[config.mk]
export PLATFORM = sky130hd
export DESIGN_NAME = gf_mul_seq
export DESIGN_NICKNAME = d
export VERILOG_FILES = /design/src/rtl/gf_pkg.sv /design/src/rtl/gf_xtime.sv /design/src/rtl/gf_mul_seq.sv
export SDC_FILE = /design/constraint.sdc
export NUM_CORES = 1
export LEC_CHECK = 0
export CAP_MARGIN = 20
export CORE_MARGIN = 4
export CORE_UTILIZATION = 30
export DETAILED_ROUTE_END_ITERATION = 8
export DONT_BUFFER_PORTS = 1
export GPL_TIMING_DRIVEN = 0
export MAX_ROUTING_LAYER = met4
export SLEW_MARGIN = 20
export SYNTH_ARGS = -nofsm -noshare
export SYNTH_HDL_FRONTEND = slang
export SYNTH_SLANG_ARGS = --single-unit
[constraint.sdc]
create_clock -name CLK -period 1.2 [get_ports CLK]
set_input_delay 0.12 -clock CLK [delete_from_list [all_inputs] [get_ports CLK]]
set_output_delay 0.12 -clock CLK [all_outputs]
set_load 0.005 [all_outputs]
[src/rtl/gf_pkg.sv]
// Shared definitions for the GF(2^W) multiplier family: FSM encoding,
// default field polynomial and a reference multiply-by-x helper.
package gf_pkg;

    typedef enum logic [1:0] {
        IDLE = 2'd0,
        BUSY = 2'd1,
        DONE = 2'd2
    } state_t;

    localparam int         GF_W_DEFAULT    = 4;
    localparam logic [3:0] GF_POLY_DEFAULT = 4'b0011;   // x^4 + x + 1
    localparam int         GF_W_MAX        = 16;

    // Multiply by x in GF(2^w); only the low w bits of a and poly are meaningful.
    function automatic logic [GF_W_MAX-1:0] xtime(
        input logic [GF_W_MAX-1:0] a,
        input int                  w,
        input logic [GF_W_MAX-1:0] poly
    );
        logic [GF_W_MAX:0]   mask_wide;
        logic [GF_W_MAX-1:0] mask;
        mask_wide = (17'd1 << w) - 17'd1;
        mask      = mask_wide[GF_W_MAX-1:0];
        xtime     = ((a << 1) & mask) ^ (a[w-1] ? (poly & mask) : '0);
    endfunction

endpackage

[src/rtl/gf_xtime.sv]
// Combinational multiply-by-x in GF(2^W) with the reduction polynomial POLY
// (x^W implicit). Reused by the sequential multiplier and constant multipliers.
module gf_xtime
    import gf_pkg::*;
#(
    parameter int             W    = GF_W_DEFAULT,
    parameter logic [W-1:0]   POLY = W'(GF_POLY_DEFAULT)
) (
    input  logic [W-1:0] a,
    output logic [W-1:0] y
);

    // Shift left one place and fold the overflowing x^W term back in.
    assign y[0] = a[W-1] & POLY[0];

    generate
        for (genvar gi = 1; gi < W; gi++) begin : g_bit
            assign y[gi] = a[gi-1] ^ (a[W-1] & POLY[gi]);
        end
    endgenerate

endmodule

[src/rtl/gf_mul_seq.sv]
// Bit-serial GF(2^W) multiplier with valid/ready handshakes on both sides.
// Optional macro GF_MUL_EARLY_EXIT_EN: finish as soon as the remaining multiplier bits are zero.
module gf_mul_seq
    import gf_pkg::*;
#(
    parameter int             W    = GF_W_DEFAULT,
    parameter logic [W-1:0]   POLY = W'(GF_POLY_DEFAULT)
) (
    input  logic         CLK,
    input  logic         RST_N,
    input  logic         IN_VALID,
    output logic         IN_READY,
    input  logic [W-1:0] A_IN,
    input  logic [W-1:0] B_IN,
    output logic         OUT_VALID,
    input  logic         OUT_READY,
    output logic [W-1:0] D_OUT
);

    localparam int             CW   = $clog2(W) + 1;
    localparam logic [CW-1:0]  LAST = CW'(W - 1);

    state_t         state_reg;
    state_t         state_next;
    logic [W-1:0]   a_reg;
    logic [W-1:0]   b_reg;
    logic [W-1:0]   acc_reg;
    logic [CW-1:0]  count_reg;
    logic [W-1:0]   a_xtime;
    logic           accept;
    logic           last_step;

    gf_xtime #(
        .W    (W),
        .POLY (POLY)
    ) u_xtime (
        .a (a_reg),
        .y (a_xtime)
    );

`ifdef GF_MUL_EARLY_EXIT_EN
    // Stop once no set multiplier bits remain after this step.
    assign last_step = (count_reg == LAST) || (b_reg[W-1:1] == '0);
`else
    assign last_step = (count_reg == LAST);
`endif

    always_ff @(posedge CLK or negedge RST_N) begin
        if (!RST_N) begin
            state_reg <= IDLE;
        end else begin
            state_reg <= state_next;
        end
    end

    always_comb begin
        state_next = state_reg;
        IN_READY   = 1'b0;
        OUT_VALID  = 1'b0;
        accept     = 1'b0;
        case (state_reg)
            IDLE: begin
                // Gated by RST_N so the source sees not-ready during reset.
                IN_READY = RST_N;
                if (IN_VALID && RST_N) begin
                    accept     = 1'b1;
                    state_next = BUSY;
                end
            end
            BUSY: begin
                if (last_step) begin
                    state_next = DONE;
                end
            end
            DONE: begin
                OUT_VALID = 1'b1;
                if (OUT_READY) begin
                    state_next = IDLE;
                end
            end
            default: begin
                state_next = IDLE;
            end
        endcase
    end

    always_ff @(posedge CLK or negedge RST_N) begin
        if (!RST_N) begin
            a_reg     <= '0;
            b_reg     <= '0;
            acc_reg   <= '0;
            count_reg <= '0;
        end else if (accept) begin
            a_reg     <= A_IN;
            b_reg     <= B_IN;
            acc_reg   <= '0;
            count_reg <= '0;
        end else if (state_reg == BUSY) begin
            if (b_reg[0]) begin
                acc_reg <= acc_reg ^ a_reg;
            end
            a_reg     <= a_xtime;
            b_reg     <= b_reg >> 1;
            count_reg <= count_reg + CW'(1);
        end
    end

    // The accumulator holds its value through DONE, so the product stays stable under backpressure.
    assign D_OUT = acc_reg;

endmodule

# ---- Yosys cells after proc, flatten, opt, wreduce, memory -nomap -nowiden
# Cells that the tools add are included.
dict set report word_totals {
  regBits 17
  inputBits 12
  elab_cells 37
}
dict set report classes {
  addsub 1
  eq_ne 6
  mux 17
  bitwise_logic 2
  n_reduce_logical 6
}
# cell n
set ops {}
lappend ops {{two-way mux 4 bit} 7}
lappend ops {{two-way mux 2 bit} 3}
lappend ops {{two-way mux 3 bit} 2}
lappend ops {{!= test 2 bit, second input constant} 3}
lappend ops {{case mux 2 bit (3 select lines)} 1}
lappend ops {{two-way mux 1 bit} 4}
lappend ops {{nonzero test 2 bit} 2}
lappend ops {{bitwise XOR 4 bit} 1}
lappend ops {{adder 3 x 1 -> 3 bit, second input constant} 1}
lappend ops {{== test 3 x 2 -> 1 bit, second input constant} 1}
lappend ops {{AND reduction 3 bit} 1}
lappend ops {{== test 2 x 1 -> 1 bit, second input constant} 1}
lappend ops {{== test 2 bit, second input constant} 1}
lappend ops {{logical NOT 2 bit} 1}
lappend ops {{AND reduction 2 bit} 1}
lappend ops {{logical AND 1 bit} 1}
lappend ops {{bitwise XOR 1 bit} 1}

# ---- Depth between registers and ports, before layout
dict set report depth {
  word_depth 5
  depth_mapped 6
}

# ---- Modules after synthesis
# A second synthesis with hierarchy kept.
dict set report unflattened {
  hier_cells 72
  area_unflattened_um2 859.6
}
# module n_inst cells_per_inst area_per_inst_um2
set by_module_without_submodules {}
lappend by_module_without_submodules {gf_mul_seq 1 68 828.3}
lappend by_module_without_submodules {gf_xtime 1 4 31.3}

# ---- Worst setup path before layout
# Ideal clock, no wire load.
dict set report synth_path {
  path_kind {register -> register}
  startpoint {register state_reg[0]}
  endpoint {register count_reg[0]}
  arrival_ns 1.166
  required_ns 1.075
  setup_slack_ns -0.091
  stages_incl_launch_ff 6
  path_buffers 2
  path_cell_list {dfrtp_1 > buf_2 > and4bb_1 > buf_6 > nor2_4 > mux2_2}
}
dict set report synth_via {
  elab_chain_cells 3
  elab_cells_between_ends 5
  cone_classes {1 x eq/ne; 2 x mux; 2 x reduce/logical}
}
# element line_no
set synth_lines {}
lappend synth_lines {{start, declared} gf_mul_seq.sv:23} ;# state_t state_reg;
lappend synth_lines {{start signal, assigned} gf_mul_seq.sv:52} ;# state_reg <= state_next;
lappend synth_lines {{logical NOT 2 bit} gf_mul_seq.sv:61} ;# case (state_reg)
lappend synth_lines {{two-way mux 1 bit} gf_mul_seq.sv:61}
lappend synth_lines {{two-way mux 3 bit or nonzero test 2 bit (tied branches)} -}
lappend synth_lines {{end signal, assigned} gf_mul_seq.sv:104} ;# count_reg <= count_reg + CW'(1);
lappend synth_lines {{end, declared} gf_mul_seq.sv:28} ;# logic [CW-1:0] count_reg;
# Parallel ways exist; a longest one is shown, timed or not.
# A chain may end at the register's enable or synchronous reset.

# ---- Worst setup path in the final report
dict set report layout_path {
  startpoint {register state_reg[1]}
  endpoint {register count_reg[0]}
}
# Same word-level chain as after synthesis.

==> flow_summary_export.csv <==
group,metric,value,unit
run_status,status,"complete, but fails checks",
run_status,violations,"negative setup slack",
clock_network,clock-sinks,17,
power_and_ir_drop,internal_power,1.68,mW
power_and_ir_drop,seq_power_share,39.4,%
power_and_ir_drop,p_leak,0.498,nW
timing,relSlewSlack,46.5,%
route,routed_via_density,5.29,
clock_network,clk_path_buf_depth,2,
placement,dp_hpwl,1.15,mm
power_and_ir_drop,power_density,2580,nW/um^2
min_path,hold_path_class,"input pin to flop",
clock_network,clkSlewWorstSetupHoldPaths,0.11,ns
route,drt_pass1_iterations,4,
layout,stdcell_area,1010,sq um
grt,grt_pass1_wl,2.95,mm
critical_path,r2r_start,"state_reg[1]",
power_and_ir_drop,combPwrFrac,48.4,%
floorplan,die_x,60.0,um
critical_path,required,1.38,ns
timing,max_freq,0.750,GHz
logic_synthesis,yosys_warnings,0,
logic_synthesis,syn_nets,84,
logic_synthesis,async_flop_share,100,%
logic_synthesis,synthDistinctLibCells,23,
clock_network,cts-root-buf,"clkbuf_4",
critical_path,cpPeakStageDelay,0.45,ns
floorplan,rows,18,
timing,period_minus_slack,1.33,ns
route,drt_iter0_drc,23,
critical_path,worstSetupPathType,"flop to flop",
placement,io_buffers,0,
grt,grt_antenna_before_repair,0,
critical_path,worstSetupStartpointType,"flop",
route,wirelength,1.83,mm
power_and_ir_drop,pwr-share-clk,12.2,%
timing,worst_slew_pin_slew,0.799,ns
power_and_ir_drop,swShare,35.7,%
clock_network,cts_tree,"built",
layout,mostFrequentLayoutCell,"dfrtp_1",
critical_path,crit_slowest_cell,"dfrtp_2",
floorplan,io_pins,18,
job,drv_cap,0,
critical_path,crit_fanout,7,
logic_synthesis,synth.avg_cell_area,11.6,sq um
floorplan,fp.dieArea,3600,sq um
timing,finalSetupViolations,16,
layout,fillers,263,
timing,post-route-period-util,111,%
placement,gp_congestion,0.683,
logic_synthesis,yosysSeqAreaShare,52.5,%
logic_synthesis,synthFlopType,"dfrtp_1",
layout,num_antenna_cells,0,
timing,finalClockSkew,0.00959,ns
route,via_count,608,
route,drt-wirelength-per-cell,15.9,um
floorplan,start_util,32.1,%
logic_synthesis,syn-instance-count,70,
layout,finish.utilization,40.2,%
floorplan,core,2520,sq um
logic_synthesis,synth-edff-count,0,
layout,layout.nets,100,
grt,grt_pass1_vias,565,
logic_synthesis,syn_area,811,sq um
clock_network,clk_latency,0.30,ns
floorplan,die_height,60.0,um
grt,grt_usage,11.8,%
layout,final_cell_mix,"15 x dfrtp_1, 8 x buf_6, 7 x a22o_1",
clock_network,cts_buffers,3,
critical_path,startpoint,"state_reg[1]",
route,drc_errors,0,
power_and_ir_drop,max-vdd-ir-drop,1.39,mV
power_and_ir_drop,p_sw,0.934,mW
grt,grt_max_degree,18,
layout,drive_gt1_share,25.9,%
grt,grt_overflow,0,
timing,rsz0062_at_grt,"true",
critical_path,arrival,1.52,ns
timing,drv_slew,0,
logic_synthesis,yosys_register_bits,17,
timing,hold_viol_final,0,
placement,dpl-instance-area,866,sq um
critical_path,end_kind,"flop",
layout,seqCellArea,428,sq um
timing,setup_slack,-0.133,ns
layout,multi_input_area,365,sq um
min_path,min-delay-start,"OUT_READY",
layout,area_growth,25.2,%
route,ant_nets,0,
critical_path,path_cells,"and4bb_2 -> buf_6 -> nor2_4 -> mux2_4",
clock_network,htree_levels,1,
## critical path: cells and delay by family (launching register included)
kind / cells / cell delay [ns]
and+or+nand+nor: 2 / 0.39
DFF: 1 / 0.45
buffers and inverters: 1 / 0.13
muxes: 1 / 0.25
## Yosys cell counts, drive strengths merged, types with 2 or more instances
master	count	area share, %
dfrtp	17	52
a22o	7	7.6
a21o	6	5.6
nand2	6	2.8
nor2	5	3.2
xor2	5	5.4
buf	4	3.5
nand4b	4	4.3
o21ai	3	1.9
ha	2	3.1
inv	2	0.93
## power by group through the flow
stage | registers (mW) | clock network (mW) | logic [mW]
floorplan | 0.980 | 0 | 0.844
global placement | 1.02 | 0 | 0.962
detailed placement | 1.03 | 0 | 0.998
CTS | 1.01 | 0.325 | 1.19
global route | 1.07 | 0.361 | 1.39
finish | 1.03 | 0.319 | 1.27
## metrics by stage
stage	hold slack (ns)	worst slack (ns)	instances	TNS, ns	power [mW]
after floorplan	-0.176	-0.0854	70	-0.379	1.82
after global placement	-0.175	-0.134	100	-1.31	1.99
after CTS	0.0123	-0.134	114	-1.51	2.53
final	0.00508	-0.133	115	-0.665	2.61
after global routing	0.00536	-0.165	115	-1.49	2.82
after detailed placement	-0.175	-0.146	100	-1.63	2.03
## worst paths after layout
path                                 to  slack (ns)  cells after the start
max reg2reg                count_reg[0]       -0.13                      4
max in group asynchronous  state_reg[0]        0.30                      1
max                        count_reg[0]       -0.13                      4
min                        state_reg[1]       0.005                      2
min in group asynchronous      D_OUT[2]        0.34                      1
min reg2reg                    b_reg[2]        0.49                      1
## layout make-up
| cell class | count | area share [%] |
|---|---|---|
| Buffer | 3 | 3.33 |
| Clock buffer | 4 | 2.59 |
| Inverter | 2 | 0.740 |
| Multi-Input combinational cell | 47 | 36.0 |
| Sequential cell | 17 | 42.2 |
| Tap cell | 30 | 3.70 |
| Timing Repair Buffer | 12 | 11.5 |
## cell families (layout without fill, tap and decap cells)
| family | after synthesis | in the layout | share of synthesized area [%] |
|---|---|---|---|
| and+or+nand+nor | 20 | 20 | 15.3 |
| AOI/OAI and AO/OA | 18 | 18 | 16.7 |
| DFF | 17 | 17 | 52.5 |
| buffers and inverters | 6 | 21 | 4.48 |
| xor gates and xnor gates | 5 | 5 | 5.40 |
| adders and majority gates | 2 | 2 | 3.09 |
| muxes | 2 | 2 | 2.62 |
## routing by layer
metal  share of wire (%)  global-route usage, %  vias to the layer above
li1                    -                      -                      282
met1                  45                   14.9                      303
met2                  47                   17.4                       21
met3                 6.9                   4.97                        2
met4                0.82                   2.85                        0
met5                   0                      -                        -
## timing repair
| item | CTS | global route |
|---|---|---|
| hold buffers | 3 | 0 |
| cloned | 2 | 0 |
| setup buffers | 5 | 2 |
| endpoints found under the hold margin | 19 | 0 |
| gates resized for setup | 2 | 11 |
| pin swaps | 4 | 10 |
| setup endpoints to repair | 17 | 18 |
Note: power is estimated with default switching activity, not from simulation.
